<file path="config.mk">
export PLATFORM = sky130hd
export DESIGN_NAME = mux_stream_nto1
export DESIGN_NICKNAME = d
export VERILOG_FILES = /design/src/rtl/mux_pkg.sv /design/src/rtl/mux_stream_nto1_rr_arbiter.sv /design/src/rtl/mux_stream_nto1.sv
export SDC_FILE = /design/constraint.sdc
export NUM_CORES = 1
export LEC_CHECK = 0
export BUFFER_PORTS_ARGS = -buffer_cell sky130_fd_sc_hd__buf_2
export CAP_MARGIN = 15
export CELL_PAD_IN_SITES_DETAIL_PLACEMENT = 1
export CELL_PAD_IN_SITES_GLOBAL_PLACEMENT = 1
export CORE_ASPECT_RATIO = 0.6
export CORE_MARGIN = 2
export CORE_UTILIZATION = 24
export CTS_CLUSTER_DIAMETER = 150
export CTS_CLUSTER_SIZE = 8
export DETAILED_ROUTE_END_ITERATION = 8
export PLACE_DENSITY = 0.91
export SETUP_SLACK_MARGIN = 0.5
export SYNTH_ARGS = -nofsm -noshare
export SYNTH_HDL_FRONTEND = slang
export SYNTH_HIERARCHICAL = 1
export SYNTH_SLANG_ARGS = --single-unit
</file>
<file path="constraint.sdc">
create_clock -name clk -period 2.2 [get_ports clk]
set_clock_uncertainty 0.1 [all_clocks]
set_input_delay 0.33 -clock clk [delete_from_list [all_inputs] [get_ports clk]]
set_output_delay 0.33 -clock clk [all_outputs]
set_load 0.05 [all_outputs]
</file>
<file path="src/rtl/mux_pkg.sv">
// Shared definitions for the N:1 streaming multiplexer.
// Mode encodings and flat-bus word extraction helper.
package mux_pkg;

  localparam logic MODE_FIXED = 1'b0;
  localparam logic MODE_RR    = 1'b1;

  localparam int unsigned BUS_MAX  = 4096;
  localparam int unsigned WORD_MAX = 256;

  function automatic logic [WORD_MAX-1:0] ch_word(
    input logic [BUS_MAX-1:0] bus,
    input int unsigned        c,
    input int unsigned        w
  );
    return WORD_MAX'(bus >> (c * w));
  endfunction

endpackage

</file>
<file path="src/rtl/mux_stream_nto1_rr_arbiter.sv">
// Round-robin arbiter: first request strictly after ptr, wrapping.
// Built only when MUX_RR_EN is defined.
module rr_arbiter #(
  parameter int NUM_CH = 16,
  parameter int SEL_W  = $clog2(NUM_CH)
) (
  input  logic [NUM_CH-1:0] req,
  input  logic [SEL_W-1:0]  ptr,
  output logic [NUM_CH-1:0] gnt_oh,
  output logic [SEL_W-1:0]  gnt_idx,
  output logic              gnt_ok
);

  always_comb begin
    int c;
    gnt_idx = '0;
    gnt_ok  = |req;
    // Scan farthest-first so the nearest requester wins last.
    for (int i = NUM_CH; i >= 1; i--) begin
      c = (int'(ptr) + i) % NUM_CH;
      if (req[c]) gnt_idx = SEL_W'(c);
    end
    gnt_oh = gnt_ok ? (NUM_CH'(1) << gnt_idx) : '0;
  end

endmodule

</file>
<file path="src/rtl/mux_stream_nto1.sv">
// N:1 valid/ready stream mux with registered output.
// Round-robin mode and its pointer exist only with MUX_RR_EN.
module mux_stream_nto1
  import mux_pkg::*;
#(
  parameter int NUM_CH = 16,
  parameter int DATA_W = 16,
  parameter int SEL_W  = $clog2(NUM_CH)
) (
  input  logic                     clk,
  input  logic                     rst,
  input  logic                     en,
  input  logic                     mode,
  input  logic [SEL_W-1:0]         sel,
  input  logic [NUM_CH-1:0]        in_valid,
  input  logic [NUM_CH*DATA_W-1:0] in_data,
  output logic [NUM_CH-1:0]        in_ready,
  output logic                     out_valid,
  output logic [DATA_W-1:0]        out_data,
  output logic [SEL_W-1:0]         out_ch,
  input  logic                     out_ready
);

  logic              out_valid_q, out_valid_d;
  logic [DATA_W-1:0] out_data_q, out_data_d;
  logic [SEL_W-1:0]  out_ch_q, out_ch_d;

  logic              space;
  logic              fix_ok;
  logic              rr_sel;
  logic [SEL_W-1:0]  grant;
  logic              grant_ok;
  logic              xfer;
  logic [DATA_W-1:0] grant_word;

  assign space  = !out_valid_q | out_ready;
  assign fix_ok = int'(sel) < NUM_CH;

`ifdef MUX_RR_EN
  logic [SEL_W-1:0]  ptr_q, ptr_d;
  logic [NUM_CH-1:0] rr_oh;
  logic [SEL_W-1:0]  rr_idx;
  logic              rr_ok;
  logic              unused_rr;

  rr_arbiter #(
    .NUM_CH (NUM_CH),
    .SEL_W  (SEL_W)
  ) u_arb (
    .req     (in_valid),
    .ptr     (ptr_q),
    .gnt_oh  (rr_oh),
    .gnt_idx (rr_idx),
    .gnt_ok  (rr_ok)
  );

  assign unused_rr = |rr_oh;
  assign rr_sel    = (mode == MODE_RR);
  assign grant     = rr_sel ? rr_idx : sel;
  assign grant_ok  = rr_sel ? rr_ok : fix_ok;
`else
  logic unused_mode;

  assign unused_mode = mode;
  assign rr_sel      = MODE_FIXED;
  assign grant       = sel;
  assign grant_ok    = fix_ok;
`endif

  assign grant_word = DATA_W'(ch_word(BUS_MAX'(in_data),
                                      int'(grant), DATA_W));

  always_comb begin
    in_ready = '0;
    if (en && space && grant_ok) in_ready[grant] = 1'b1;
  end

  assign xfer = in_valid[grant] & in_ready[grant];

  always_comb begin
    out_valid_d = out_valid_q;
    out_data_d  = out_data_q;
    out_ch_d    = out_ch_q;
    if (xfer) begin
      out_valid_d = 1'b1;
      out_data_d  = grant_word;
      out_ch_d    = grant;
    end else if (!en || (out_valid_q && out_ready)) begin
      out_valid_d = 1'b0;
      out_data_d  = '0;
      out_ch_d    = '0;
    end
  end

`ifdef MUX_RR_EN
  always_comb begin
    ptr_d = ptr_q;
    if (xfer && rr_sel) ptr_d = grant;
  end

  always_ff @(posedge clk) begin
    if (rst) ptr_q <= SEL_W'(NUM_CH - 1);
    else     ptr_q <= ptr_d;
  end
`endif

  always_ff @(posedge clk) begin
    if (rst) begin
      out_valid_q <= 1'b0;
      out_data_q  <= '0;
      out_ch_q    <= '0;
    end else begin
      out_valid_q <= out_valid_d;
      out_data_q  <= out_data_d;
      out_ch_q    <= out_ch_d;
    end
  end

  assign out_valid = out_valid_q;
  assign out_data  = out_data_q;
  assign out_ch    = out_ch_q;

endmodule

</file>
Yosys cells after proc, flatten, opt, wreduce, memory -nomap -nowiden
Cells that the tools add are included.
{"block": "op_classes", "magnitude_cmp": 2, "shifts": 1, "n_mux": 13, "bitwise": 2, "n_reduce_logical": 7}
{"operator": "$shr 256x8->16", "count": 1}
{"operator": "$mux 16", "count": 3}
{"operator": "$bmux 1 s4", "count": 2}
{"operator": "$mux 4", "count": 2}
{"operator": "$lt 4x5->1 const B", "count": 1}
{"operator": "$mux 1", "count": 5}
{"operator": "$demux 1 s4", "count": 1}
{"operator": "$ge 4x1->1 const B", "count": 1}
{"operator": "$logic_and 1x1->1", "count": 3}
{"operator": "$logic_not 1->1", "count": 2}
{"operator": "$reduce_bool 2->1", "count": 1}
{"operator": "$and 1x1->1", "count": 1}
{"operator": "$logic_or 1x1->1", "count": 1}
{"operator": "$or 1x1->1", "count": 1}
{"block": "word_totals", "regBits": 21, "input_bits": 281, "out_inout_bits": 37, "word_cells": 28}

Logic depth before layout (Yosys ltp)
Gate-level depths: netlist of the first run.
{"block": "depth", "word_depth": 9, "mapped_depth": 9, "ltp_nobuf": 5}

Least setup slack after synthesis of the first run
OpenSTA, ideal clock, no wires.
{"block": "synth_timing", "kind": "input to output", "from": "in sel[0]", "to": "out in_ready[0]", "arrival_time_ns": 2.185, "required_time_ns": 1.770, "setup_slack_ns": -0.415, "cell_stages": 6, "path_buffers": 5, "cell_sequence": "buf_6 > buf_4 > buf_6 > buf_4 > buf_4 > nor3_1"}
{"block": "synth_via", "elab_chain_cells": 5, "word_cells_on_any_way": 6, "classes_between": "order compare: 2; mux: 3; reduce/logical: 1"}
{"item": "from (decl)", "line": "mux_stream_nto1.sv:14", "source": "input logic [SEL_W-1:0] sel,"}
{"item": "$lt 4x5->1 (not written as such) / $ge 4x1->1 (equally long branches)", "line": "mux_stream_nto1.sv:75", "source": "if (en && space && grant_ok) in_ready[grant] = 1'b1;"}
{"item": "$logic_and 1x1->1 (not written as such)", "line": "mux_stream_nto1.sv:75"}
{"item": "$mux 1 (not written as such)", "line": "mux_stream_nto1.sv:75"}
{"item": "$demux 1 s4 (*)", "line": "mux_stream_nto1.sv:75"}
{"item": "$mux 16 (*)", "line": "mux_stream_nto1.sv:75"}
{"item": "to (decl)", "line": "mux_stream_nto1.sv:17", "source": "output logic [NUM_CH-1:0] in_ready,"}
Mark *: on every way between the ends. The rest lies on a longest branch, timed or not.

Final worst setup path of the first run
{"block": "layout_timing", "from": "reg out_valid_q (netlist: out_valid)", "to": "out in_ready[0]"}
{"block": "layout_via", "elab_chain_cells": 4}
{"item": "from (decl)", "line": "mux_stream_nto1.sv:24", "source": "logic out_valid_q, out_valid_d;"}
{"item": "from (signal assigned)", "line": "mux_stream_nto1.sv:113", "source": "out_valid_q <= out_valid_d;"}
{"item": "$logic_not 1->1", "line": "mux_stream_nto1.sv:36", "source": "assign space = !out_valid_q | out_ready;"}
{"item": "$or 1x1->1", "line": "mux_stream_nto1.sv:36"}
{"item": "$logic_and 1x1->1", "line": "mux_stream_nto1.sv:75"}
{"item": "$mux 16", "line": "mux_stream_nto1.sv:75"}
No other way between the ends.

==> impl_metrics.yaml, run 1 <==
detailed_routing:
  detail_route.wl_per_cell_um: 20.8
  ant_nets: 0
  vias: 4189
  drtPass1Iterations: 4
  drc: 0
  first_iter_violations: 162
  wl_um: 17300
  vias_per_cell: 5.04
synthesis:
  synth_top_family_by_area: "multiplexers"
  syn_inst: 333
  syn_nets: 614
  ys_ff_latch: 21
  synth_compound_area_share_pct: 19.5
  synthSimpleGateAreaFrac_pct: 12.4
  synthMuxAreaShare_pct: 48.3
  ys_seq_area_share_pct: 13.2
  synthAdderAreaFrac_pct: 0
  synth.distinct_cells: 29
  yosys_warnings: 6
  synth_area_sq_um: 3180
  synth_xor_area_share_pct: 0
  syn_area_per_cell_sq_um: 9.55
pwr:
  p_comb_share_pct: 58.1
  power-per-cell-area_nw_per_um2: 340
  p_seq_share_pct: 21.7
  power_switching_w: 0.000711
  switching_share_pct: 36.7
  ir_worst_vdd_v: 0.000181
  p_leak_nw: 2.73
  p_clk_share_pct: 20.2
  p_int_w: 0.00123
cts:
  clock-sinks: 21
  clock_latency_ns: 0.25
  cts_tree: "built"
  h-tree-depth: 1
  clockBufferDepth: 2
  numCtsBuffers: 3
  clk_pin_slew_ns: 0.06
  cts_root_buffer: "clkbuf_16"
worst_setup_path:
  crit_start: "out_valid$_SDFFE_PP0P_"
  crit_family: "simple AND/OR/NAND/NOR gates"
  critPathLaunchType: "flop"
  critical_path_peak_fanout: 4
  worst_path_largest_cell_delay_ns: 0.41
  arrival_ns: 1.53
  critPathRequiredTime_ns: 1.77
  worst-path-buf-inv: 1
  critPathSlowestCell: "or3_4"
  crit_path_end_kind: "output pin"
  cp_cell_sequence: "nand2b_4 -> nand2_4 -> or3_4 -> nor3_4 -> buf_6"
  critical_path_class: "reg -> out"
  r2r-start: "out_valid$_SDFFE_PP0P_"
global_routing:
  grt_use_total_pct: 22.4
  grt_pass1_wl_um: 24800
  grt_pass1_vias: 4412
  grt_start_max_net_pins: 42
  antenna_found_initial: 0
  grt_overflow: 0
layout:
  fill_cells: 1571
  final_core_utilization_pct: 44.2
  layout_commonest_cell: "buf_2"
  layout.nets: 943
  layout_common_cells: "buf_2, mux2i_1, a211oi_1"
  num_antenna_cells: 0
  drive_gt1_share_pct: 69.4
  syn_to_final_growth_pct: 79.2
die:
  io_pins: 318
  coreArea_sq_um: 12900
  die_x_um: 153
  fp.dieArea_sq_um: 14200
  die_y_um: 93.2
  initial_utilization_pct: 24.7
  num_rows: 32
job:
  drv_cap: 0
hold_path:
  hold_path.startpoint: "rst"
  worstHoldPathType: "in -> reg"
sta:
  max_freq_mhz: 510
  slew_headroom_pct: 51.1
  setup_violations: 0
  finalCritPeriodShare_pct: 89.2
  hold_viol: 0
  slew_violations: 0
  final.setup.tns_ns: 0
  rsz0062_at_grt: "true"
  layout_min_cycle_time_ns: 1.96
  worst_pin_slew_ns: 0.732
placement:
  dp_hpwl_um: 14000
  port_buffers: 316
  globalplace.congestion: 0.856
run_status:
  status: "finished clean"
-- final timing paths --
| kind | end | slack, ns | cells past startpoint |
|---|---|---|---|
| setup reg to reg | out_ch[1]$_SDFFE_PP0P_ | 0.29 | 8 |
| hold / removal | out_ch[3]$_SDFFE_PP0P_ | 0.30 | 2 |
| setup / recovery | in_ready[0] | 0.24 | 5 |
| hold reg to reg | out_data[11]$_SDFFE_PP0P_ | 0.36 | 2 |
-- cells by family after synthesis --
logic type,Yosys count
simple gates,81
mux,108
compound gates,89
buf+inv,34
flops,21
-- worst reg2reg max path: cells and delay by family, from the launching register on --
| kind | cells | cell delay, ns |
|---|---|---|
| buf+inv | 3 | 0.47 |
| compound gates | 2 | 0.47 |
| flops | 1 | 0.36 |
| mux | 1 | 0.24 |
| simple gates | 2 | 0.20 |
-- what timing repair did --
item	4_1_cts	5_1_grt
setup buffers	5	3
pin swaps	8	9
cloned	1	3
hold buffers	0	0
gates resized for setup	42	20
endpoints found under the setup margin	35	35
endpoints found under the hold margin	0	0
-- synthesized netlist by cell type --
library cell | number | area [sq um]
mux2_1 | 2 | 22.5
buf_4 | 10 | 75.1
a211oi_1 | 34 | 255
clkbuf_1 | 13 | 48.8
buf_2 | 4 | 20.0
buf_1 | 2 | 7.51
nor3b_1 | 1 | 7.51
a22o_1 | 16 | 140
nand2b_1 | 9 | 56.3
a21oi_1 | 18 | 90.1
nand4_1 | 1 | 6.26
mux4_2 | 33 | 743
nand3_1 | 1 | 5.00
a21o_1 | 1 | 7.51
nor2_1 | 17 | 63.8
nand2_1 | 27 | 101
o22ai_1 | 17 | 106
nor2b_1 | 18 | 113
or3_1 | 1 | 6.26
mux2_2 | 33 | 372
nand4b_1 | 1 | 8.76
nor3_1 | 4 | 20.0
buf_6 | 5 | 56.3
mux2i_1 | 40 | 400
a21boi_1 | 1 | 7.51
and2_1 | 1 | 6.26
o32a_1 | 1 | 10.0
dfxtp_1 | 21 | 420
o21ai_0 | 1 | 5.00
-- power groups by stage --
stage	sequential (W)	clock [W]	combinational [W]
6_report	0.000420	0.000392	0.00113
5_1_grt	0.000423	0.000415	0.00120
4_1_cts	0.000420	0.000395	0.00107
3_5_place_dp	0.000428	0	0.00104
3_3_place_gp	0.000426	0	0.00101
2_1_floorplan	0.000516	0	0.000518
-- registers in the layout, indices dropped and copies added, names as in the netlist --
| signal | count |
|---|---|
| out_ch | 4 |
| out_data | 16 |
| out_valid | 1 |
-- cell type report --
| class | count | area (sq um) | area share [%] |
|---|---|---|---|
| Timing Repair Buffer | 358 | 2200 | 38.5 |
| Sequential cell | 21 | 424 | 7.44 |
| Clock buffer | 4 | 78.8 | 1.38 |
| Tap cell | 170 | 213 | 3.73 |
| Multi-Input combinational cell | 278 | 2790 | 48.9 |
-- per-stage QoR --
stage | total power [W] | area (sq um) | hold WS, ns | std cells | worst slack (ns)
floorplan | 0.00103 | 3430 | 0.350 | 333 | 0.105
global placement | 0.00144 | 5250 | 0.343 | 815 | 0.127
detailed placement | 0.00147 | 5250 | 0.352 | 815 | 0.0552
CTS | 0.00189 | 5530 | 0.253 | 825 | 0.302
global route | 0.00204 | 5700 | 0.305 | 831 | 0.180
finish | 0.00194 | 5700 | 0.300 | 831 | 0.238
-- metal layers --
metal	global-route usage [%]	vias up	wire, um
met3	2.50	18	1200
met5	0	-	0
met1	29.2	2000	7060
li1	-	1977	-
met4	3.78	0	215
met2	41.0	194	8820
Power figures use the tool's default switching activity.
==> inputs of run 2 (changes only) <==
CORE_MARGIN = default   (was 2)
SLEW_MARGIN = 20   (was default)
SYNTH_HIERARCHICAL = default   (was 1)
==> impl_metrics.yaml, run 2 <==
synthesis:
  syn_area_per_cell_sq_um: 9.55
  synth-edff-count: 0
  synth_commonest_cells: "mux2i_1, a211oi_1, mux2_2, mux4_2, nand2_1"
  ys_async_sr_fraction_pct: 0
  ys_ff_latch: 21
  synth.distinct_cells: 29
  syn_nets: 614
  yosys_warnings: 0
  yosysMostFrequentCell: "mux2i_1"
  syn_inst: 333
  yosys-top-cells-area: "mux4_2, dfxtp_1, mux2i_1, mux2_2, a211oi_1"
  synth_top_area_share_pct: 23.4
  synth_ff_type: "dfxtp_1"
  ys_seq_area_share_pct: 13.2
  synth_area_sq_um: 3180
  yosysTopAreaCell: "mux4_2"
pwr:
  p_seq_share_pct: 20.5
  p_clk_share_pct: 19.0
  switching_share_pct: 36.1
  power-per-cell-area_nw_per_um2: 339
  p_leak_nw: 2.91
  total_power_w: 0.00204
  power_switching_w: 0.000738
  ir_worst_vdd_v: 0.000223
  p_comb_share_pct: 60.4
  p_int_w: 0.00131
placement:
  port_buffers: 316
  globalplace.congestion: 0.840
  dp_hpwl_um: 13800
die:
  num_rows: 32
  io_pins: 318
  die_x_um: 151
  initial_utilization_pct: 24.7
  coreArea_sq_um: 12900
  die_y_um: 91.2
  fp.dieArea_sq_um: 13700
detailed_routing:
  routed-wl-met2_um: 9010
  top_layer_used: "met4"
  ant_nets: 0
  detail_route.wl_per_cell_um: 21.2
  drc: 0
  drtPass1Iterations: 4
  vias_per_cell: 5.11
  first_iter_violations: 166
  vias: 4301
  wl_um: 17900
  wl_met1_um: 7490
  wl_met3_um: 1140
global_routing:
  grt_use_total_pct: 25.2
  grt_pass1_vias: 4559
  antenna_found_initial: 0
  grt_start_max_net_pins: 22
  grt_overflow: 0
  grt_pass1_wl_um: 25700
cts:
  h-tree-depth: 1
  numCtsBuffers: 3
  clk_pin_slew_ns: 0.06
  clock-sinks: 21
  clock_latency_ns: 0.25
  cts_tree: "built"
  clockBufferDepth: 2
  cts_root_buffer: "clkbuf_16"
sta:
  slew_violations: 0
  finalCritPeriodShare_pct: 88.8
  layout_min_cycle_time_ns: 1.95
  hold_viol: 0
  worst_pin_slew_ns: 0.725
  slew_headroom_pct: 51.6
  setup_violations: 0
  rsz0062_at_grt: "true"
  max_freq_mhz: 512
  final.setup.tns_ns: 0
layout:
  largest_reg_flops: 16
  num_antenna_cells: 0
  multi_input_area_sq_um: 2840
  syn_to_final_growth_pct: 89.3
  fill_cells: 1562
  layout.nets: 954
  layout_commonest_cell: "buf_2"
  seq_area_sq_um: 424
  layout_common_cells: "buf_2, mux2i_1, mux2_2, mux4_2"
  drive_gt1_share_pct: 71.3
worst_setup_path:
  critPathRequiredTime_ns: 1.77
  critical_path_peak_fanout: 4
  critical_path_class: "reg -> out"
  crit_path_end_kind: "output pin"
  critPathLaunchType: "flop"
  arrival_ns: 1.52
job:
  drv_cap: 0
run_status:
  status: "finished clean"
hold_path:
  worstHoldPathType: "in -> reg"
==> run 2: final timing paths <==
kind / startpoint / to / slack [ns] / cells past startpoint
max: out_valid$_SDFFE_PP0P_ / in_ready[0] / 0.25 / 5
max reg2reg: out_valid$_SDFFE_PP0P_ / out_data[4]$_SDFFE_PP0P_ / 0.36 / 8
min reg2reg: out_data[8]$_SDFFE_PP0P_ / out_data[8]$_SDFFE_PP0P_ / 0.36 / 2
min: rst / out_ch[3]$_SDFFE_PP0P_ / 0.28 / 2
==> run 2: stage by stage <==
stage                     cell area [sq um]  hold slack (ns)  cells  setup WS, ns  util (%)
after floorplan                        3430            0.350    333         0.105         -
after global placement                 5250            0.343    815        0.0955      40.7
after detailed placement               5250            0.357    815        0.0257      40.7
after CTS                              5850            0.255    835         0.276      45.4
after global routing                   6020            0.300    842         0.199      46.7
final                                  6020            0.276    842         0.247      46.7
==> run 2: final cells by class <==
type	count	area share, %
timing repair buffer	369	40.9
clock buffer	4	1.31
sequential	21	7.04
tap	170	3.53
multi-input combinational	278	47.2
==> run 2: metal layers <==
layer | track usage, % | vias up
met3 | 2.51 | 20
met4 | 4.42 | 0
met1 | 32.3 | 2087
met5 | 0 | -
met2 | 45.7 | 191
li1 | - | 2003
==> run 2: timing repair <==
action	in CTS	in global routing
hold buffers	0	0
gates cloned	8	1
buffers inserted	8	6
gates resized for setup	58	29
endpoints found under the setup margin	35	35
pin swaps	7	13
==> run 2: cell families (layout without fill, tap and decap cells) <==
logic type	after synthesis	in the layout	synth area share (%)
muxes	108	108	48.3
AOI/OAI and AO/OA	89	89	19.5
and+or+nand+nor	81	81	12.4
buffers and inverters	34	373	6.53
DFF	21	21	13.2
==> run 2: power by group through the flow <==
stage	sequential [W]	clock [W]	combinational [W]
3_5_place_dp	0.000428	0	0.00104
2_1_floorplan	0.000516	0	0.000518
4_1_cts	0.000419	0.000400	0.00119
6_report	0.000419	0.000389	0.00123
5_1_grt	0.000422	0.000412	0.00131
3_3_place_gp	0.000426	0	0.00101
==> run 2: critical path, stage by stage, from the launching register on <==
cell      delay (ns)
dfxtp_4         0.35
nand2b_4        0.09
nand2_4         0.06
or3_4           0.41
nor3_4          0.16
buf_6           0.19
==> inputs of run 3 (changes only) <==
CORE_UTILIZATION = 25   (was 24)
CTS_BUF_LIST = sky130_fd_sc_hd__clkbuf_4   (was default)
HOLD_SLACK_MARGIN = 0.08   (was default)
PLACE_DENSITY = 0.94   (was 0.91)
==> impl_metrics.yaml, run 3 (synthesis results as in run 2) <==
run_status:
  status: "finished clean"
detailed_routing:
  ant_nets: 0
  vias_per_cell: 5.13
  drtPass1Iterations: 4
  wl_um: 16700
  detail_route.wl_per_cell_um: 20.3
  first_iter_violations: 164
  drc: 0
  vias: 4235
worst_setup_path:
  arrival_ns: 2.12
  crit_path_end_kind: "flop"
  critical_path_class: "reg -> reg"
  critPathRequiredTime_ns: 2.31
  critPathLaunchType: "flop"
  critical_path_peak_fanout: 5
die:
  coreArea_sq_um: 12200
  initial_utilization_pct: 26.0
  io_pins: 318
  num_rows: 31
  fp.dieArea_sq_um: 13200
  die_y_um: 89.4
  die_x_um: 148
sta:
  rsz0062_at_grt: "true"
  setup_violations: 0
  slew_violations: 0
  hold_slack_ns: 0.221
  final.setup.tns_ns: 0
  worst_pin_slew_ns: 0.750
  hold_viol: 0
  layout_min_cycle_time_ns: 2.01
  max_freq_mhz: 497
  slew_headroom_pct: 49.9
  finalCritPeriodShare_pct: 91.5
placement:
  dp_hpwl_um: 13700
  placed_area_sq_um: 5210
  globalplace.congestion: 0.849
  port_buffers: 316
global_routing:
  grt_use_total_pct: 24.3
  grt_overflow: 0
  grt_start_max_net_pins: 40
  antenna_found_initial: 1
  grt_pass1_vias: 4527
  grt_pass1_wl_um: 24200
cts:
  h-tree-depth: 1
  clock-sinks: 21
  clockBufferDepth: 2
  cts_root_buffer: "clkbuf_4"
  clock_latency_ns: 0.30
  cts_tree: "built"
  clk_pin_slew_ns: 0.13
  numCtsBuffers: 3
layout:
  design_area_sq_um: 5660
  layout.nets: 942
  final_core_utilization_pct: 46.3
  largest_reg_flops: 16
  fill_cells: 1473
  syn_to_final_growth_pct: 77.7
  drive_gt1_share_pct: 69.2
  layout_common_cells: "buf_2, mux2i_1, a211oi_1"
  layout_commonest_cell: "buf_2"
  num_antenna_cells: 0
pwr:
  power_switching_w: 0.000688
  p_leak_nw: 2.72
  power-per-cell-area_nw_per_um2: 311
  p_int_w: 0.00107
  ir_worst_vdd_v: 0.000145
  switching_share_pct: 39.0
  p_comb_share_pct: 64.6
  p_seq_share_pct: 23.8
  p_clk_share_pct: 11.6
hold_path:
  worstHoldPathType: "in -> reg"
job:
  drv_cap: 0
## run 3: cell count changes in the layout (fill, tap and decap cells not counted), sizes merged
cell / change
bufbuf: -3
buf: -9
## run 3: stage by stage
| step | instances | power [W] | setup WS (ns) |
|---|---|---|---|
| detailed placement | 806 | 0.00146 | 0.0284 |
| global route | 825 | 0.00186 | 0.140 |
| CTS | 822 | 0.00174 | 0.198 |
| global placement | 806 | 0.00143 | 0.107 |
| floorplan | 333 | 0.00103 | 0.105 |
| finish | 825 | 0.00176 | 0.187 |
## run 3: layout make-up
cell class / count / area, sq um / share of cell area, %
repair buffers: 357 / 2200 / 39.0
clock buffers: 4 / 30.0 / 0.531
multi-input cells: 278 / 2790 / 49.3
well taps: 165 / 206 / 3.65
flip-flops and latches: 21 / 424 / 7.50
## run 3: per-layer routing
| layer | global-route usage, % | up-vias | wire length, um |
|---|---|---|---|
| met5 | 0 | - | 0 |
| li1 | - | 1975 | - |
| met1 | 29.6 | 2068 | 6870 |
| met4 | 5.25 | 0 | 178 |
| met3 | 3.57 | 14 | 1110 |
| met2 | 46.0 | 178 | 8590 |
## run 3: repair_timing
action,4_1_cts,5_1_grt
endpoints found under the setup margin,35,35
hold buffers,0,0
cloned,3,1
pin swaps,12,6
setup buffers,9,2
gates resized for setup,56,6
## run 3: power by group through the flow
stage | clock [W] | sequential [W] | combinational [W]
finish | 0.000204 | 0.000419 | 0.00114
global route | 0.000225 | 0.000423 | 0.00121
CTS | 0.000209 | 0.000419 | 0.00112
detailed placement | 0 | 0.000428 | 0.00103
global placement | 0 | 0.000426 | 0.000999
floorplan | 0 | 0.000516 | 0.000518
## run 3: critical path, cell delays in order (launching register included)
cell and delay [ns]:
dfxtp_4 0.38, nand2b_4 0.10, buf_6 0.10, nand4b_1 0.15, buf_4 0.18, o32a_1 0.31
a21boi_4 0.18, buf_6 0.13, buf_16 0.13, mux2i_2 0.14
## run 3: worst paths after layout
path	from	end	slack, ns	cells past startpoint
worst max-delay path	out_valid$_SDFFE_PP0P_	out_data[13]$_SDFFE_PP0P_	0.19	9
worst min-delay path	rst	out_ch[3]$_SDFFE_PP0P_	0.22	2
worst min register to register	out_data[6]$_SDFFE_PP0P_	out_data[6]$_SDFFE_PP0P_	0.37	2
worst max register to register	out_valid$_SDFFE_PP0P_	out_data[13]$_SDFFE_PP0P_	0.19	9
